### config.mk
export PLATFORM = sky130hd
export DESIGN_NAME = frame_strobe_ctrl
export DESIGN_NICKNAME = d
export VERILOG_FILES = /design/src/rtl/frame_strobe_ctrl.sv
export SDC_FILE = /design/constraint.sdc
export NUM_CORES = 1
export LEC_CHECK = 0
export BUFFER_PORTS_ARGS = -buffer_cell sky130_fd_sc_hd__buf_2
export CORE_ASPECT_RATIO = 1.1
export CORE_MARGIN = 3
export CORE_UTILIZATION = 40
export CTS_BUF_LIST = sky130_fd_sc_hd__clkbuf_8
export DETAILED_ROUTE_END_ITERATION = 6
export GPL_ROUTABILITY_DRIVEN = 0
export PLACE_DENSITY = 0.67
export RECOVER_POWER = 100
export SKIP_CTS_REPAIR_TIMING = 1
export SLEW_MARGIN = 20
export SYNTH_ARGS = -nofsm -noshare
export SYNTH_HDL_FRONTEND = slang
export SYNTH_SLANG_ARGS = --single-unit
### constraint.sdc
create_clock -name CLK -period 2.7 [get_ports CLK]
set_clock_uncertainty 0.15 [all_clocks]
set_input_delay 0 -clock CLK [delete_from_list [all_inputs] [get_ports CLK]]
set_output_delay 0 -clock CLK [all_outputs]
set_load 0.03 [all_outputs]
### src/rtl/frame_strobe_ctrl.sv
// frame_strobe_ctrl: decodes column/frame commands and drives one registered,
// one-hot frame write strobe into the column after a configurable settle time.
// Commands that miss this column or name a frame outside the column are
// counted in a saturating drop counter.
module frame_strobe_ctrl #(
  parameter int         MaxFramesPerCol = 20,
  parameter logic [4:0] ColumnId        = 5'd0,
  parameter int         SetupCycles     = 2,
  parameter int         StrobeCycles    = 1
) (
  input  logic                       CLK,
  input  logic                       resetn,
  input  logic                       cmd_valid,
  output logic                       cmd_ready,
  input  logic [31:0]                cmd_data,
  output logic [MaxFramesPerCol-1:0] FrameStrobe,
  output logic                       busy,
  output logic                       frame_done,
  output logic [7:0]                 drop_count
);

  typedef enum logic [1:0] {
    S_IDLE   = 2'd0,
    S_SETUP  = 2'd1,
    S_STROBE = 2'd2,
    S_HOLD   = 2'd3
  } state_t;

  // Last count value of each timed state (counter runs 0..N-1)
  localparam logic [3:0] SETUP_LAST  = 4'(SetupCycles - 1);
  localparam logic [3:0] STROBE_LAST = 4'(StrobeCycles - 1);

  state_t                     r_state;
  state_t                     w_state_nxt;
  logic [3:0]                 r_cnt;
  logic [3:0]                 w_cnt_nxt;
  logic [4:0]                 r_idx;
  logic [7:0]                 r_drop;
  logic                       r_cmd_ready;
  logic                       r_frame_done;
  logic [MaxFramesPerCol-1:0] r_strobe;

  logic                       w_ready_nxt;
  logic                       w_done_nxt;
  logic [MaxFramesPerCol-1:0] w_strobe_nxt;

  logic [4:0]                 w_col;
  logic [4:0]                 w_fidx;
  logic                       w_target;
  logic                       w_idx_ok;
  logic                       w_cmd_ok;
  logic                       w_accept;
  logic                       w_unused_bits;

  // Command decode; the payload field [21:0] carries nothing for this block
  assign w_col         = cmd_data[31:27];
  assign w_fidx        = cmd_data[26:22];
  assign w_target      = (w_col == ColumnId) || (w_col == 5'h1F);
  assign w_idx_ok      = ({27'd0, w_fidx} < 32'(MaxFramesPerCol));
  assign w_cmd_ok      = w_target && w_idx_ok;
  assign w_accept      = cmd_valid && r_cmd_ready && (r_state == S_IDLE);
  assign w_unused_bits = ^cmd_data[21:0];

  // State register with its dwell counter
  always_ff @(posedge CLK or negedge resetn) begin
    if (!resetn) begin
      r_state <= S_IDLE;
      r_cnt   <= 4'd0;
    end else begin
      r_state <= w_state_nxt;
      r_cnt   <= w_cnt_nxt;
    end
  end

  // Next-state logic: timed SETUP and STROBE, single-cycle HOLD
  always_comb begin
    w_state_nxt = r_state;
    w_cnt_nxt   = r_cnt;
    case (r_state)
      S_IDLE: begin
        if (w_accept && w_cmd_ok) begin
          w_state_nxt = S_SETUP;
          w_cnt_nxt   = 4'd0;
        end
      end
      S_SETUP: begin
        if (r_cnt == SETUP_LAST) begin
          w_state_nxt = S_STROBE;
          w_cnt_nxt   = 4'd0;
        end else begin
          w_cnt_nxt = r_cnt + 4'd1;
        end
      end
      S_STROBE: begin
        if (r_cnt == STROBE_LAST) begin
          w_state_nxt = S_HOLD;
          w_cnt_nxt   = 4'd0;
        end else begin
          w_cnt_nxt = r_cnt + 4'd1;
        end
      end
      S_HOLD: begin
        w_state_nxt = S_IDLE;
        w_cnt_nxt   = 4'd0;
      end
      default: begin
        w_state_nxt = S_IDLE;
        w_cnt_nxt   = 4'd0;
      end
    endcase
  end

  // Output decode from the next state so every output is registered alongside it
  always_comb begin
    w_ready_nxt = (w_state_nxt == S_IDLE);
    w_done_nxt  = (w_state_nxt == S_HOLD);
    for (int k = 0; k < MaxFramesPerCol; k++) begin
      w_strobe_nxt[k] = (w_state_nxt == S_STROBE) && ({27'd0, r_idx} == 32'(k));
    end
  end

  // Output registers; the async clear drops an active strobe immediately
  always_ff @(posedge CLK or negedge resetn) begin
    if (!resetn) begin
      r_cmd_ready  <= 1'b0;
      r_frame_done <= 1'b0;
      r_strobe     <= '0;
    end else begin
      r_cmd_ready  <= w_ready_nxt;
      r_frame_done <= w_done_nxt;
      r_strobe     <= w_strobe_nxt;
    end
  end

  // Frame index capture at acceptance and saturating drop counter
  always_ff @(posedge CLK or negedge resetn) begin
    if (!resetn) begin
      r_idx  <= 5'd0;
      r_drop <= 8'd0;
    end else if (w_accept) begin
      if (w_cmd_ok) begin
        r_idx <= w_fidx;
      end else if (r_drop != 8'hFF) begin
        r_drop <= r_drop + 8'd1;
      end
    end
  end

  assign cmd_ready   = r_cmd_ready;
  assign frame_done  = r_frame_done;
  assign FrameStrobe = r_strobe;
  assign drop_count  = r_drop;
  assign busy        = (r_state != S_IDLE);

endmodule

Word level (Yosys, flattened, before mapping)

Cells that the tools add are included.

Register bits after elaboration: 41
Input port bits: 35
Output and inout bits: 31
Word-level logic and storage cells: 80

Add/subtract/negate cells: 2
Order comparisons: 1
Equality and inequality tests: 28
Mux-type cells: 8
Bitwise gates (word level): 1
Reduce and logical (&&, ||, !) cells: 33

Operators by type and width:

| operator            | number |
|---|---|
| $eq 5x4->1 const B  | 8 |
| $eq 5x5->1 const B  | 5 |
| $logic_and 1x1->1   | 24 |
| $eq 5x3->1 const B  | 4 |
| $pmux 4 s4          | 1 |
| $mux 4              | 3 |
| $eq 5x2->1 const B  | 2 |
| $logic_not 5->1     | 2 |
| $add 8x1->8 const B | 1 |
| $eq 2x2->1 const B  | 4 |
| $ne 8x8->1 const B  | 1 |
| $pmux 2 s4          | 1 |
| $mux 2              | 3 |
| $eq 5x1->1 const B  | 1 |
| $lt 5x5->1 const B  | 1 |
| $add 4x1->4 const B | 1 |
| $eq 4x1->1 const B  | 1 |
| $logic_not 2->1     | 2 |
| $logic_not 4->1     | 1 |
| $reduce_and 3->1    | 1 |
| $eq 2x1->1 const B  | 1 |
| $ne 2x1->1 const B  | 1 |
| $reduce_and 2->1    | 1 |
| $reduce_bool 2->1   | 1 |
| other kinds (2)     | 2 |

Depth between registers and ports, before layout

Gate-level depths: netlist of run 1.

Word-level depth: 8
Gate-level depth with buffers: 8
Gate-level depth less buffers: 7

Worst setup path before layout of run 1

OpenSTA, ideal clock, no wires.

Kind: flip-flop to flip-flop
From: register r_state[0]
To: register r_strobe[16], in the netlist FrameStrobe[16]
Setup time: 0.101 ns
Data arrival time: 1.804 ns
Required time: 2.449 ns
Slack: 0.645 ns
Cell stages (with the launch flop): 9
Path buffers: 1
Period minus slack after synthesis: 2.055 ns
Path through: dfrtp_1 inv_1 ha_1 and3_1 and3_1 a211oi_2 o21ai_1 buf_4 nor4_1

Cells in the longest elaborated chain, start to end: 7
Elaborated cells between the ends (all ways): 12
Those cells by class: eq/ne: 4; mux: 4; reduce/logical: 4

Ends and longest elaborated chain:

| what                     | RTL line | source |
|---|---|---|
| start: declaration       | 33       | `state_t r_state;` |
| start signal: assignment | 70       | `r_state <= w_state_nxt;` |
| $logic_not 2->1          | 61, 79   |  |
| $logic_and 1x1->1        | 61       | `assign w_accept = cmd_valid && r_cmd_ready && (r_state == S_IDLE);` |
| $logic_and 1x1->1        | 81       | `if (w_accept && w_cmd_ok) begin` |
| $mux 2                   | 81       |  |
| $pmux 2 s4 (*)           | 79       | `case (r_state)` |
| via w_state_nxt[1]       | 34       | `state_t w_state_nxt;` |
| $eq 2x2->1 (*)           | 118      | `w_strobe_nxt[k] = (w_state_nxt == S_STROBE) && ({27'd0, r_idx} == 32'(k));` |
| $logic_and 1x1->1 (*)    | 118      |  |
| via w_strobe_nxt[16]     | 45       | `logic [MaxFramesPerCol-1:0] w_strobe_nxt;` |
| end signal: assignment   | 131      | `r_strobe <= w_strobe_nxt;` |
| end: declaration         | 41       | `logic [MaxFramesPerCol-1:0] r_strobe;` |

The timed path passes the listed nets; every way through them passes the cells marked *.
A chain may end at the register's enable or synchronous reset.

Final worst setup path of run 1

From: register r_state[0]
To: register r_strobe[0], in the netlist FrameStrobe[0]

Same word-level chain as after synthesis.

==> impl_metrics.tcl, run 1 <==
set metrics [dict create \
    multi_input_area_um2 723 \
    regArea_um2 1030 \
    core_um2 4350 \
    drv_slew 0 \
    crit_slowest_cell "dfrtp_1" \
    place_area_um2 2090 \
    initial_core_util 0.419 \
    synth_top_area_frac 0.563 \
    synth-seq-area-share 0.563 \
    area_growth_pct 22.2 \
    clk_latency_ns 0.29 \
    firstDrtPassIters 4 \
    wl_per_cell_um 12.5 \
    synthArstFlopShare 1.00 \
    rr_startpoint "r_state[0]" \
    yosys.cell_types.count 41 \
    p_leak_nw 1.00 \
    maxCapViolations 0 \
    hold-worst-slack_ns 0.114 \
    num_vias 1320 \
    hold_path_class "in -> reg" \
    path_delay_family "simple AND/OR/NAND/NOR gates" \
    vias_per_cell 4.96 \
    reg2reg_slack_ns 0.35 \
    crit_fanout 20 \
    whs_path_depth 5 \
    fin_nets 254 \
    final_common_cell "dfrtp_1" \
    grt_pass1_wl_um 5580 \
    arrival_ns 2.39 \
    port_buffers 43 \
    tightestPinTransition_ns 0.970 \
    cts_inserted_buffers 5 \
    crit_top_cell "and3_1" \
    drive_above_1_share 0.156 \
    worst-path-stages 8 \
    first_iter_violations 55 \
    grt_pass1_vias 1287 \
    rows 25 \
    final_cell_mix "dfrtp_1, clkbuf_1, nor3_1" \
    hold_violations 0 \
    critical_path_class "reg -> reg" \
    root_buffer "clkbuf_8" \
    critPathBufInv 2 \
    start_kind "flip-flop" \
    clock_path_buffers 2 \
    status "finished, final reports clean" \
    final_area_um2 2230 \
    yosysWarnings 0 \
    die_x_um 70.3 \
    irDropWorstVdd_mv 0.640 \
    num_antenna_cells 0 \
    antenna_found_initial 0 \
    synth_nets 201 \
    wirelength_um 3320 \
    holdPathEnd "drop_count[6]" \
    pin_count 66 \
    period_minus_slack_ns 2.35 \
    path_cells "inv_1 -> ha_1 -> and3_1 -> and3_1 -> a211oi_2 -> o21ai_0 -> buf_4 -> nor4_1" \
    synth-main-ff-cell "dfrtp_1" \
    slew_headroom 0.353 \
    hold_path_startpoint "cmd_data[31]" \
    ys_ff_latch 41 \
    syn-cell-area_um2 1820 \
    final.period_utilization 0.870 \
    clock_sinks 41 \
    hpwl_um 2430 \
    drc 0 \
    cp-end-kind "flip-flop" \
    tns_ns 0 \
    synth_edf_count 0 \
    cts.clk_slew.worst_paths_ns 0.08 \
    clock.fmax_mhz 426 \
    synth.avg_cell_area_um2 11.5 \
    crit_path_start "r_state[0]" \
    dp_slack_ns 0.368 \
    setup_viol 0 \
    grt_max_degree 42 \
    track_usage 0.129 \
    power.density_nw_per_um2 940 \
    die_h_um 76.8 \
    final.setup.worst_slack_ns 0.351 \
    yosys.area.top_type "dfrtp_1" \
    grt.overflow.total 0 \
    cp.required_ns 2.74 \
    grt_setup_unrepaired "false" \
    fillerInstances 422 \
    dieArea_um2 5400 \
    cpPeakStageDelay_ns 0.42 \
    htreeDepth 2 \
    synth_cells 158 \
    worstReg2RegEnd "FrameStrobe[0]" \
    netlist_top_cells_area "dfrtp_1, ha_1, nor3_1, mux2_2, inv_1" \
    reg2regPathDepth 8 \
    ant_nets 0 \
    total_power_mw 2.09 \
    cts_tree "done" \
]
[layer usage]
layer,track usage,up-vias,share of wire
met5,0,-,0
met4,0.0632,0,0.012
met2,0.218,35,0.48
met1,0.150,615,0.44
met3,0.0328,5,0.062
li1,-,665,-
[cell usage after synthesis, types with 2 or more instances]
| library cell | number |
|---|---|
| nor2_1 | 5 |
| xor2_1 | 2 |
| nand2_1 | 9 |
| nor3_1 | 14 |
| and3_1 | 3 |
| xnor2_1 | 5 |
| dfrtp_1 | 41 |
| o21ai_0 | 2 |
| nand2b_1 | 3 |
| buf_4 | 2 |
| inv_1 | 12 |
| mux2_2 | 6 |
| o21ai_1 | 2 |
| o22ai_1 | 2 |
| ha_1 | 8 |
| or3_1 | 2 |
| nand3_1 | 6 |
| nor4_1 | 6 |
| nand4_1 | 5 |
| a21boi_0 | 2 |
[stage by stage]
stage | util | instances
final | 0.512 | 266
after global routing | 0.512 | 266
after CTS | 0.508 | 260
after detailed placement | 0.481 | 252
after global placement | 0.481 | 252
after floorplan | - | 158
[flip-flops by register name (all words and copies together) (netlist names)]
| name | cells |
|---|---|
| FrameStrobe | 20 |
| drop_count | 8 |
| r_idx | 5 |
| r_cnt | 4 |
| r_state | 2 |
| cmd_ready | 1 |
| frame_done | 1 |
[area by class of cell]
class / instances / share of cell area
Sequential cell: 41 / 0.461
Multi-Input combinational cell: 101 / 0.325
Timing Repair Buffer: 50 / 0.110
Clock buffer: 6 / 0.0371
Tap cell: 54 / 0.0304
Inverter: 12 / 0.0202
Clock inverter: 2 / 0.0169
[worst max-delay path by stage]
stage	to
5_1_grt	FrameStrobe[1]
4_1_cts	FrameStrobe[16]
3_3_place_gp	FrameStrobe[1]
2_1_floorplan	FrameStrobe[16]
6_report	FrameStrobe[0]
3_5_place_dp	FrameStrobe[16]
[tightest hold or removal path, stage by stage]
cell and delay, ns:
buf_2 0.11, mux2i_4 0.10, nand2_1 0.07, nand4_1 0.10
xnor2_1 0.13
[logic make-up after synthesis]
logic type                 after synthesis  share of synthesized area
DFF                                     41                      0.563
and+or+nand+nor                         62                      0.190
xor gates and xnor gates                 7                     0.0337
buffers and inverters                   16                     0.0371
AOI/OAI and AO/OA                       16                     0.0659
adders and majority gates                8                     0.0549
muxes                                    8                     0.0549
[report_power, final]
group | leakage [nW] | switching (mW) | internal, mW
logic | 0.386 | 0.503 | 0.268
registers | 0.558 | 0.100 | 0.710
clock network | 0.0574 | 0.211 | 0.300
total | 1.00 | 0.813 | 1.28
Note: power is estimated with default switching activity, not from simulation.
==> inputs of run 2 (changes only) <==
CORE_MARGIN = not set   (was 3)
==> run 2 against run 1 <==
Effect of this change:
- core utilization decreased by 0.37 points
- register-to-register slack worse by 0.12 ns
- critical path depth is the same
- setup slack worse by 0.12 ns
- die area down 11%
==> impl_metrics.tcl, run 2 (synthesized netlist as in run 1, its figures left out) <==
set metrics [dict create \
    pin_count 66 \
    die_h_um 72.8 \
    fillerInstances 420 \
    hpwl_um 2350 \
    arrival_ns 2.49 \
    fin_nets 254 \
    largest_reg_flops 20 \
    hold_path_startpoint "cmd_data[31]" \
    cts_tree "done" \
    grt_pass1_vias 1225 \
    cts.clk_slew.worst_paths_ns 0.07 \
    cpPeakStageDelay_ns 0.41 \
    rr_startpoint "r_state[0]" \
    dieArea_um2 4830 \
    ant_nets 0 \
    grt_pass1_wl_um 5440 \
    power.density_nw_per_um2 926 \
    place_inst 252 \
    antenna_found_initial 0 \
    num_vias 1330 \
    utilization 0.508 \
    drv_slew 0 \
    irDropWorstVdd_mv 0.565 \
    cts_inserted_buffers 5 \
    final.setup.worst_slack_ns 0.226 \
    crit_top_cell "and3_1" \
    final_cell_mix "dfrtp_1, clkbuf_1, nor3_1" \
    pwr-share-clk 0.228 \
    cp.required_ns 2.72 \
    final_area_um2 2210 \
    vias_per_cell 5.02 \
    num_antenna_cells 0 \
    crit_slowest_cell "dfrtp_1" \
    root_buffer "clkbuf_8" \
    tightestPinTransition_ns 0.965 \
    slew_headroom 0.356 \
    p_leak_nw 0.998 \
    setup_viol 0 \
    hold_path_class "in -> reg" \
    critical_path_class "reg -> reg" \
    rows 25 \
    clock_path_buffers 2 \
    initial_core_util 0.419 \
    hold_violations 0 \
    place_area_um2 2090 \
    grt_max_degree 42 \
    track_usage 0.154 \
    htreeDepth 2 \
    grt_setup_unrepaired "false" \
    p_switching_uw 801 \
    grt.overflow.total 0 \
    drc 0 \
    core_um2 4350 \
    dp_slack_ns 0.316 \
    stdcell_count 265 \
    area_growth_pct 21.3 \
    port_buffers 43 \
    combPwrFrac 0.376 \
    maxCapViolations 0 \
    cp-end-kind "flip-flop" \
    clock_sinks 41 \
    first_iter_violations 86 \
    final.period_utilization 0.916 \
    path_cells "inv_1 -> ha_1 -> and3_1 -> and3_1 -> a211oi_2 -> o21ai_0 -> buf_4 -> nor4_1" \
    clock.fmax_mhz 404 \
    period_minus_slack_ns 2.47 \
    switching_share 0.391 \
    firstDrtPassIters 4 \
    tns_ns 0 \
    crit_fanout 20 \
    p_int_mw 1.25 \
    status "finished, final reports clean" \
    wl_per_cell_um 12.5 \
    die_x_um 66.3 \
    wirelength_um 3320 \
    drive_above_1_share 0.152 \
    pwr-share-seq 0.396 \
    final_common_cell "dfrtp_1" \
    crit_path_start "r_state[0]" \
    clk_latency_ns 0.29 \
    start_kind "flip-flop" \
]
[run 2: changes by cell type in the layout (fill, tap and decap cells not counted)]
cell | before | now
clkinv_2 | 0 | 1
clkbuf_8 | 6 | 5
clkinvlp_4 | 1 | 0
[run 2: final cells by class]
type | instances | area (µm²) | area share
well taps | 54 | 67.6 | 0.0306
clock inverters | 2 | 35.0 | 0.0159
multi-input cells | 101 | 723 | 0.327
flip-flops and latches | 41 | 1030 | 0.464
repair buffers | 50 | 244 | 0.110
clock buffers | 5 | 68.8 | 0.0311
inverters | 12 | 45.0 | 0.0204
[run 2: worst paths after layout]
path                             endpoint  slack, ns  depth (start not counted)
hold / removal              drop_count[6]       0.13                          5
setup / recovery           FrameStrobe[3]       0.23                          8
min in group asynchronous  FrameStrobe[6]       0.24                          2
hold reg to reg             drop_count[7]       0.35                          1
max in group asynchronous   drop_count[2]       1.57                          2
setup reg to reg           FrameStrobe[3]       0.23                          8
[run 2: metrics by stage]
stage | hold WS, ns | power, mW
after floorplan | -0.446 | 1.42
after global placement | 0.0207 | 1.60
after detailed placement | 0.0219 | 1.61
after CTS | -0.296 | 2.08
after global routing | 0.157 | 2.20
final | 0.126 | 2.05
[run 2: routing by layer]
layer / part of all wire / wire length, µm / GRT usage / vias to the layer above
met5: 0 / 0 / 0 / -
li1: - / - / - / 661
met3: 0.053 / 176 / 0.0516 / 4
met1: 0.45 / 1480 / 0.194 / 630
met4: 0.015 / 49 / 0.0709 / 0
met2: 0.49 / 1620 / 0.238 / 35
[run 2: power by group through the flow]
stage	Clock, mW	Sequential (mW)	Combinational, mW
finish	0.466	0.811	0.770
floorplan	0	0.902	0.521
detailed placement	0	0.820	0.788
global route	0.507	0.829	0.862
CTS	0.481	0.808	0.791
global placement	0	0.818	0.782
[run 2: critical path, delay by kind of cell (launching register included)]
| kind | cells | cell delay, ns |
|---|---|---|
| AO/OA/AOI/OAI | 2 | 0.50 |
| adder cells (fa/ha/maj) | 1 | 0.22 |
| buffers and inverters | 2 | 0.32 |
| flip-flops | 1 | 0.41 |
| AND/OR/NAND/NOR | 3 | 0.76 |
